**config.mk**
```make
export PLATFORM = sky130hd
export DESIGN_NAME = controller
export DESIGN_NICKNAME = d
export VERILOG_FILES = /design/src/rtl/risc_pkg.sv /design/src/rtl/ctrl_dec.sv /design/src/rtl/controller.sv
export SDC_FILE = /design/constraint.sdc
export NUM_CORES = 1
export LEC_CHECK = 0
export BUFFER_PORTS_ARGS = -buffer_cell sky130_fd_sc_hd__buf_2
export CORE_MARGIN = 1.5
export CORE_UTILIZATION = 30
export CTS_BUF_LIST = sky130_fd_sc_hd__clkbuf_4
export DETAILED_ROUTE_END_ITERATION = 12
export HOLD_SLACK_MARGIN = 0.05
export SETUP_SLACK_MARGIN = 0.5
export SLEW_MARGIN = 20
export SYNTH_ARGS = -nofsm -noshare
export SYNTH_HDL_FRONTEND = slang
export SYNTH_SLANG_ARGS = --single-unit
```
**constraint.sdc**
```tcl
create_clock -name clk -period 4.79 [get_ports clk]
set_clock_uncertainty 0.1 [all_clocks]
set_input_delay 0.7185 -clock clk [delete_from_list [all_inputs] [get_ports clk]]
set_output_delay 0.7185 -clock clk [all_outputs]
set_load 0.02 [all_outputs]
```
**src/rtl/risc_pkg.sv**
```systemverilog
// Shared opcode and phase definitions for the instruction register, ALU and controller.
package risc_pkg;

    typedef enum logic [2:0] {
        HLT = 3'd0,
        SKZ = 3'd1,
        ADD = 3'd2,
        AND = 3'd3,
        XOR = 3'd4,
        LDA = 3'd5,
        STO = 3'd6,
        JMP = 3'd7
    } opcode_t;

    typedef enum logic [2:0] {
        INST_ADDR  = 3'd0,
        INST_FETCH = 3'd1,
        INST_LOAD  = 3'd2,
        IDLE       = 3'd3,
        OP_ADDR    = 3'd4,
        OP_FETCH   = 3'd5,
        ALU_OP     = 3'd6,
        STORE      = 3'd7
    } phase_t;

    // Decoded control bundle driven by the controller.
    typedef struct packed {
        logic sel;
        logic rd;
        logic ldir;
        logic incpc;
        logic ldpc;
        logic ldac;
        logic wr;
        logic datae;
        logic halt;
    } ctrl_t;

    // Opcodes that read an operand from memory into the accumulator path.
    function automatic logic is_aluop(input opcode_t op);
        return (op == ADD) || (op == AND) || (op == XOR) || (op == LDA);
    endfunction

endpackage

```
**src/rtl/ctrl_dec.sv**
```systemverilog
// Purely combinational phase/opcode to control-line decode.
import risc_pkg::*;

module ctrl_dec (
    input  phase_t  i_phase,
    input  logic    i_halted,
    input  opcode_t i_opcd,
    input  logic    i_zero,
    input  logic    i_ena,
    output ctrl_t   o_ctrl
);

    logic w_alu;

    assign w_alu = is_aluop(i_opcd);

    // Per-phase control decode; strobes are suppressed while ena is low.
    always_comb begin
        o_ctrl = '0;
        if (i_halted) begin
            o_ctrl.halt = 1'b1;
        end else begin
            unique case (i_phase)
                INST_ADDR: begin
                    o_ctrl.sel = 1'b1;
                end
                INST_FETCH: begin
                    o_ctrl.sel = 1'b1;
                    o_ctrl.rd  = 1'b1;
                end
                INST_LOAD, IDLE: begin
                    o_ctrl.sel  = 1'b1;
                    o_ctrl.rd   = 1'b1;
                    o_ctrl.ldir = 1'b1;
                end
                OP_ADDR: begin
                    o_ctrl.incpc = 1'b1;
                    o_ctrl.halt  = (i_opcd == HLT);
                end
                OP_FETCH: begin
                    o_ctrl.rd = w_alu;
                end
                ALU_OP: begin
                    o_ctrl.rd    = w_alu;
                    o_ctrl.incpc = (i_opcd == SKZ) && i_zero;
                    o_ctrl.ldpc  = (i_opcd == JMP);
                    o_ctrl.datae = (i_opcd == STO);
                end
                STORE: begin
                    o_ctrl.rd    = w_alu;
                    o_ctrl.ldac  = w_alu;
                    o_ctrl.incpc = (i_opcd == JMP);
                    o_ctrl.ldpc  = (i_opcd == JMP);
                    o_ctrl.wr    = (i_opcd == STO);
                    o_ctrl.datae = (i_opcd == STO);
                end
                default: o_ctrl = '0;
            endcase
            if (!i_ena) begin
                o_ctrl.ldir  = 1'b0;
                o_ctrl.incpc = 1'b0;
                o_ctrl.ldpc  = 1'b0;
                o_ctrl.ldac  = 1'b0;
                o_ctrl.wr    = 1'b0;
            end
        end
    end

endmodule

```
**src/rtl/controller.sv**
```systemverilog
// Eight-phase instruction sequencer: owns the phase and sticky halt registers.
import risc_pkg::*;

module controller (
    input  logic       clk,
    input  logic       rst,
    input  logic       ena,
    input  logic [2:0] opcd,
    input  logic       zero,
    output logic       sel,
    output logic       rd,
    output logic       ldir,
    output logic       incpc,
    output logic       ldpc,
    output logic       ldac,
    output logic       wr,
    output logic       datae,
    output logic       halt,
    output logic [2:0] phase
);

    phase_t  r_phase;
    logic    r_halt;
    phase_t  w_phase_nxt;
    logic    w_halt_nxt;
    opcode_t w_opcd;
    ctrl_t   w_ctrl;

    assign w_opcd = opcode_t'(opcd);

    // Phase and halt state registers.
    always_ff @(posedge clk or posedge rst) begin
        if (rst) begin
            r_phase <= INST_ADDR;
            r_halt  <= 1'b0;
        end else begin
            r_phase <= w_phase_nxt;
            r_halt  <= w_halt_nxt;
        end
    end

    // Next phase: advance on enable; a HLT in OP_ADDR freezes the phase there.
    always_comb begin
        w_phase_nxt = r_phase;
        w_halt_nxt  = r_halt;
        if (ena && !r_halt) begin
            if ((r_phase == OP_ADDR) && (w_opcd == HLT)) begin
                w_halt_nxt = 1'b1;
            end else begin
                w_phase_nxt = phase_t'(r_phase + 3'd1);
            end
        end
    end

    ctrl_dec u_dec (
        .i_phase  (r_phase),
        .i_halted (r_halt),
        .i_opcd   (w_opcd),
        .i_zero   (zero),
        .i_ena    (ena),
        .o_ctrl   (w_ctrl)
    );

    assign sel   = w_ctrl.sel;
    assign rd    = w_ctrl.rd;
    assign ldir  = w_ctrl.ldir;
    assign incpc = w_ctrl.incpc;
    assign ldpc  = w_ctrl.ldpc;
    assign ldac  = w_ctrl.ldac;
    assign wr    = w_ctrl.wr;
    assign datae = w_ctrl.datae;
    assign halt  = w_ctrl.halt;
    assign phase = r_phase;

endmodule

```
# == Word level (Yosys, flattened, before mapping) ==
# Cells that the tools add are included.
# word_totals
wordCells,45
in_bits,7
reg_bits,4
out_inout_bits,12
# classes
n_eq_ne,14
n_addsub,1
n_mux,11
bitwise_logic,1
n_reduce_logical,16
# ops
op,n
equality test 3 bit (second input constant),8
equality test 3 x 2 -> 1 bit (second input constant),4
2-to-1 mux 8 bit,1
equality test 3 x 1 -> 1 bit (second input constant),2
logical NOT 3 bit,2
2-to-1 mux 1 bit,6
OR reduction 3 bit,2
2-to-1 mux 5 bit,1
AND reduction 2 bit,2
OR reduction 2 bit,2
OR reduction 4 bit,1
adder 3 x 1 -> 3 bit (second input constant),1
logical AND 1 bit,3
logical OR 1 bit,3
one-hot mux 1 bit (3 select lines),1
2-to-1 mux 2 bit,1
one-hot mux 1 bit (2 select lines),1
logical NOT 1 bit,1
inverter 1 bit,1

# == Longest topological paths before layout ==
# logic_depth
word_depth,7
depth_mapped,5
depth_no_buf,5

# == Hierarchy ==
# Synthesis repeated with hierarchy kept, for this count alone.
# unflattened
cells_unflattened,40
area_unflattened_um2,379.1
# modules_own_cells
module,n_inst,area_each_um2,seq_area_each_um2,cells_each
controller,1,230.2,100.1,20
ctrl_dec,1,148.9,0.0,20

# == Worst setup path before layout ==
# Ideal clock, no wire load.
# synth_timing
kind,input port to output port
start,input opcd[2]
end,output incpc
slack_ns,2.192
path_stages,3
t_required_ns,3.972
arrival_ns,1.780
n_path_buf,1
cell_sequence,clkbuf_2 > or4_1 > a31oi_1
# synth_between
elab_chain_len,5
elab_cells_between_ends,6
cone_classes,eq/ne (2); mux (3); reduce/logical (1)
# synth_rtl
item,line_no,text
"start, declared",controller.sv:8,"input logic [2:0] opcd,"
equality test 3 x 1 -> 1 bit,ctrl_dec.sv:45,o_ctrl.incpc = (i_opcd == SKZ) && i_zero;
logical AND 1 bit,ctrl_dec.sv:45,
one-hot mux 1 bit (3 select lines) *,ctrl_dec.sv:23,unique case (i_phase)
2-to-1 mux 5 bit *,ctrl_dec.sv:59,if (!i_ena) begin
2-to-1 mux 8 bit *,ctrl_dec.sv:20,if (i_halted) begin
"end, declared",controller.sv:13,"output logic incpc,"
# Every way passes the cells marked *; elsewhere a longest branch is shown, timed or not.

# == Worst setup path in the final report ==
# layout_timing
start,register r_phase[0] (netlist: phase[0])
end,output incpc
# layout_between
elab_chain_len,4
elab_cells_between_ends,6
cone_classes,eq/ne (3); mux (3)
# layout_rtl
item,line_no,text
"start, declared",controller.sv:22,phase_t r_phase;
"start signal, assigned",controller.sv:37,r_phase <= w_phase_nxt;
equality test 3 bit,ctrl_dec.sv:23,
one-hot mux 1 bit (3 select lines) *,ctrl_dec.sv:23,
2-to-1 mux 5 bit *,ctrl_dec.sv:59,
2-to-1 mux 8 bit *,ctrl_dec.sv:20,
# Marks and branches as above.

==> summary.md <==
- 0 ps — Total Negative Setup Slacks
- input pin to async pin — class of the tightest hold or removal check
- 694 um — final HPWL from detailed placement
- 0 — Final Hold Vio Count
- 230 ps — clock latency on the worst-skew pair
- 0 — max-cap viol count
- 1300 sq um — placeable core area
- 0 — initial antenna violation count
- 83 — Final Net Count
- 837 um — detailed-route wire length
- dfrtp_1 — master of the slowest instance on the critical path
- 3 — number of buffers added by the clock tree synthesis step
- 516 ps — pin slew with the least headroom to its limit
- 4 — DR pass1 iterations
- 62 — syn nets
- 28.8% — synthesis-to-layout area growth
- 4 — count of state elements after synthesis
- 18 — number of port buffers
- 0.282 nW — static power due to leakage
- 0 — Detail Route Antenna Nets
- 0.557 — final period utilization
- 8 — pin count of the biggest net entering global routing
- 0 — number of diodes
- 83 — Cell Count, Final, Fillers Out
- simple AND/OR/NAND/NOR gates — gate family responsible for the most delay along the worst path
- 0.112 — GRT Resource Usage Total
- 0.324 — starting density of the core
- 80 — dpl cells
- flip-flop — CP startpoint kind
- 0.237 — sequential cell area fraction in the yosys report
- 375 MHz — Max Fclk
- met2 — most crowded layer after global routing
- 7 — Detailed Route Iter0 Violations
- primary output — Crit. End Element
- 0.167 — routing usage on met2
- 645 nW/um^2 — ratio of total power to cell area
- no — setup repair after global routing missed its margin
- 0 — Setup Buffers After CTS
- 420 ps — Largest stage delay, worst path
- 6 — Max Fanout on Critical Path
- dfrtp_1, ha_1, o41ai_4 — top area cells in the synthesized netlist
- 2 — Max Buffers Root-to-Sink
- 0 — final max-slew violation count
- 0.273 mV — peak supply drop
- 305 — via count of the first global-routing pass
- 422 sq um — synthesized cell area
- 26 — post-synth cell types
- 1 — number of levels in the clock H-tree
- 2 — total buffers and inverters traversed by the critical path
- 257 ps — Hold Slack
- 0.156 — met1 usage
- 0.237 — area share of the leading cell type in the synthesized netlist
- 1640 sq um — die area
- 2670 ps — shortest clock period the worst path allows after layout
- flip-flop to primary output — crit path kind
- 40 ps — Clock Pin Slew Worst Setup and Hold Paths
- 0 — DRC violation count after routing
- 3970 ps — data required time at the worst endpoint
- done — clock tree from TritonCTS
- phase[0]$_DFFE_PP0P_ — Reg2Reg Launch Point
- 13 — count of standard-cell rows
- 0 — number of setup violations in the final report
- 49 — Cells after Synth
- 0 — number of hold-repair buffers added at the cts stage
- inv_1 > ha_1 > nand3_2 > or4_1 > a31oi_1 > buf_2 — CP cell instances
- 40.5 um — y dimension of the die
- clkbuf_4 — clock tree root buffer cell
- 40.5 um — overall die width
- 410 — via count
- 0.653 — headroom to the max-slew limit
- 0 — global routing usage on met3
- 10.1 um — drt wl/cell
- 1210 um — first-pass GRT wire length
- phase[0]$_DFFE_PP0P_ — Setup crit start
- 0.652 — routability congestion estimate from global placement
- dfrtp_1 — cell type contributing the most total cell area after synthesis
- 19 — I/O pin count
- 1850 ps — arrival time reported for the critical path endpoint
- 0 — cts repair resizes
- 4.94 — detailed-route vias per instance
- 8.61 sq um — Syn Area/Cell
- 0 — yosys synthesis warning count
- 0.397 — fraction of final layout cells sized beyond drive strength 1
- 4 — # clock sinks
- finished clean — result of the run
- 0 — global route overflow
[layout make-up]
cell class / instances / area [sq um]
multi-input cells: 38 / 293
repair buffers: 18 / 90.1
inverters: 5 / 18.8
fillers: 136 / 758
clock buffers: 3 / 22.5
well taps: 15 / 18.8
flip-flops and latches: 4 / 100
[placed cells by master (no fill, tap or decap), drive strengths merged]
cell type	instances
nand4	1
or2	1
nand2b	1
nor2b	1
dfrtp	4
o21ai	1
mux2	1
clkbuf	3
a211o	1
o41ai	1
a311oi	1
nor4	3
buf	18
nand3	2
a31oi	1
nand2	3
or3	1
inv	5
a21o	1
ha	6
nor2	4
or4	1
xnor2	2
nor3	2
a21oi	3
[path summary, 6_finish.rpt]
| kind | end | slack (ps) | cells after the start |
|---|---|---|---|
| min | r_halt$_DFFE_PP0P_ | 260 | 2 |
| min reg2reg | phase[0]$_DFFE_PP0P_ | 460 | 1 |
| min in group clk | phase[0]$_DFFE_PP0P_ | 460 | 1 |
| max in group asynchronous | phase[1]$_DFFE_PP0P_ | 4180 | 2 |
| max | incpc | 2120 | 6 |
| max reg2reg | phase[1]$_DFFE_PP0P_ | 3110 | 5 |
[stage by stage]
| stage | power (W) | area [sq um] | utilization | setup WS, ps |
|---|---|---|---|---|
| 6_report | 0.000350 | 543 | 0.417 | 2120 |
| 3_3_place_gp | 0.000312 | 520 | 0.400 | 2270 |
| 2_1_floorplan | 0.000248 | 422 | - | 2190 |
| 5_1_grt | 0.000382 | 543 | 0.417 | 2010 |
| 4_1_cts | 0.000356 | 543 | 0.417 | 2110 |
| 3_5_place_dp | 0.000313 | 520 | 0.400 | 2260 |
[synth_stat cells]
library cell and instances:
a211o_2 1, nor4_1 3, xnor2_1 2, a21o_1 1, a31oi_1 1, o41ai_4 1
clkbuf_2 2, nor2b_1 1, or2_2 1, inv_1 4, nor2_1 4, or4_1 1
dfrtp_1 4, inv_2 1, o21ai_0 1, a21oi_1 3, nand3_2 1, a311oi_1 1
nand2_1 3, ha_1 6, mux2_2 1, nand4_1 1, nand2b_1 1, or3_1 1
nand3_1 1, nor3_1 2
[per-layer routing]
metal	vias up	routed length [um]	part of all wire
met2	12	383	0.46
met1	181	405	0.48
met4	0	0	0
met5	-	0	0
met3	0	48	0.057
li1	217	-	-
[report_power, final]
| group | total [W] | switching, W | internal, W |
|---|---|---|---|
| logic | 0.000232 | 0.000136 | 0.0000954 |
| clock network | 0.0000402 | 0.0000123 | 0.0000279 |
| registers | 0.0000786 | 0.0000268 | 0.0000518 |
| total | 0.000350 | 0.000175 | 0.000175 |
[cell families after synthesis]
group | share of synthesized area
buffers and inverters | 0.0682
AO/OA/AOI/OAI | 0.190
adder cells (fa/ha/maj) | 0.178
AND/OR/NAND/NOR | 0.258
XOR/XNOR | 0.0416
multiplexers | 0.0267
flip-flops | 0.237
[flip-flops by register name, indices dropped and copies added (netlist names)]
| signal | flops |
|---|---|
| phase | 3 |
| r_halt | 1 |
No activity file was read; power rests on OpenSTA's default activity.
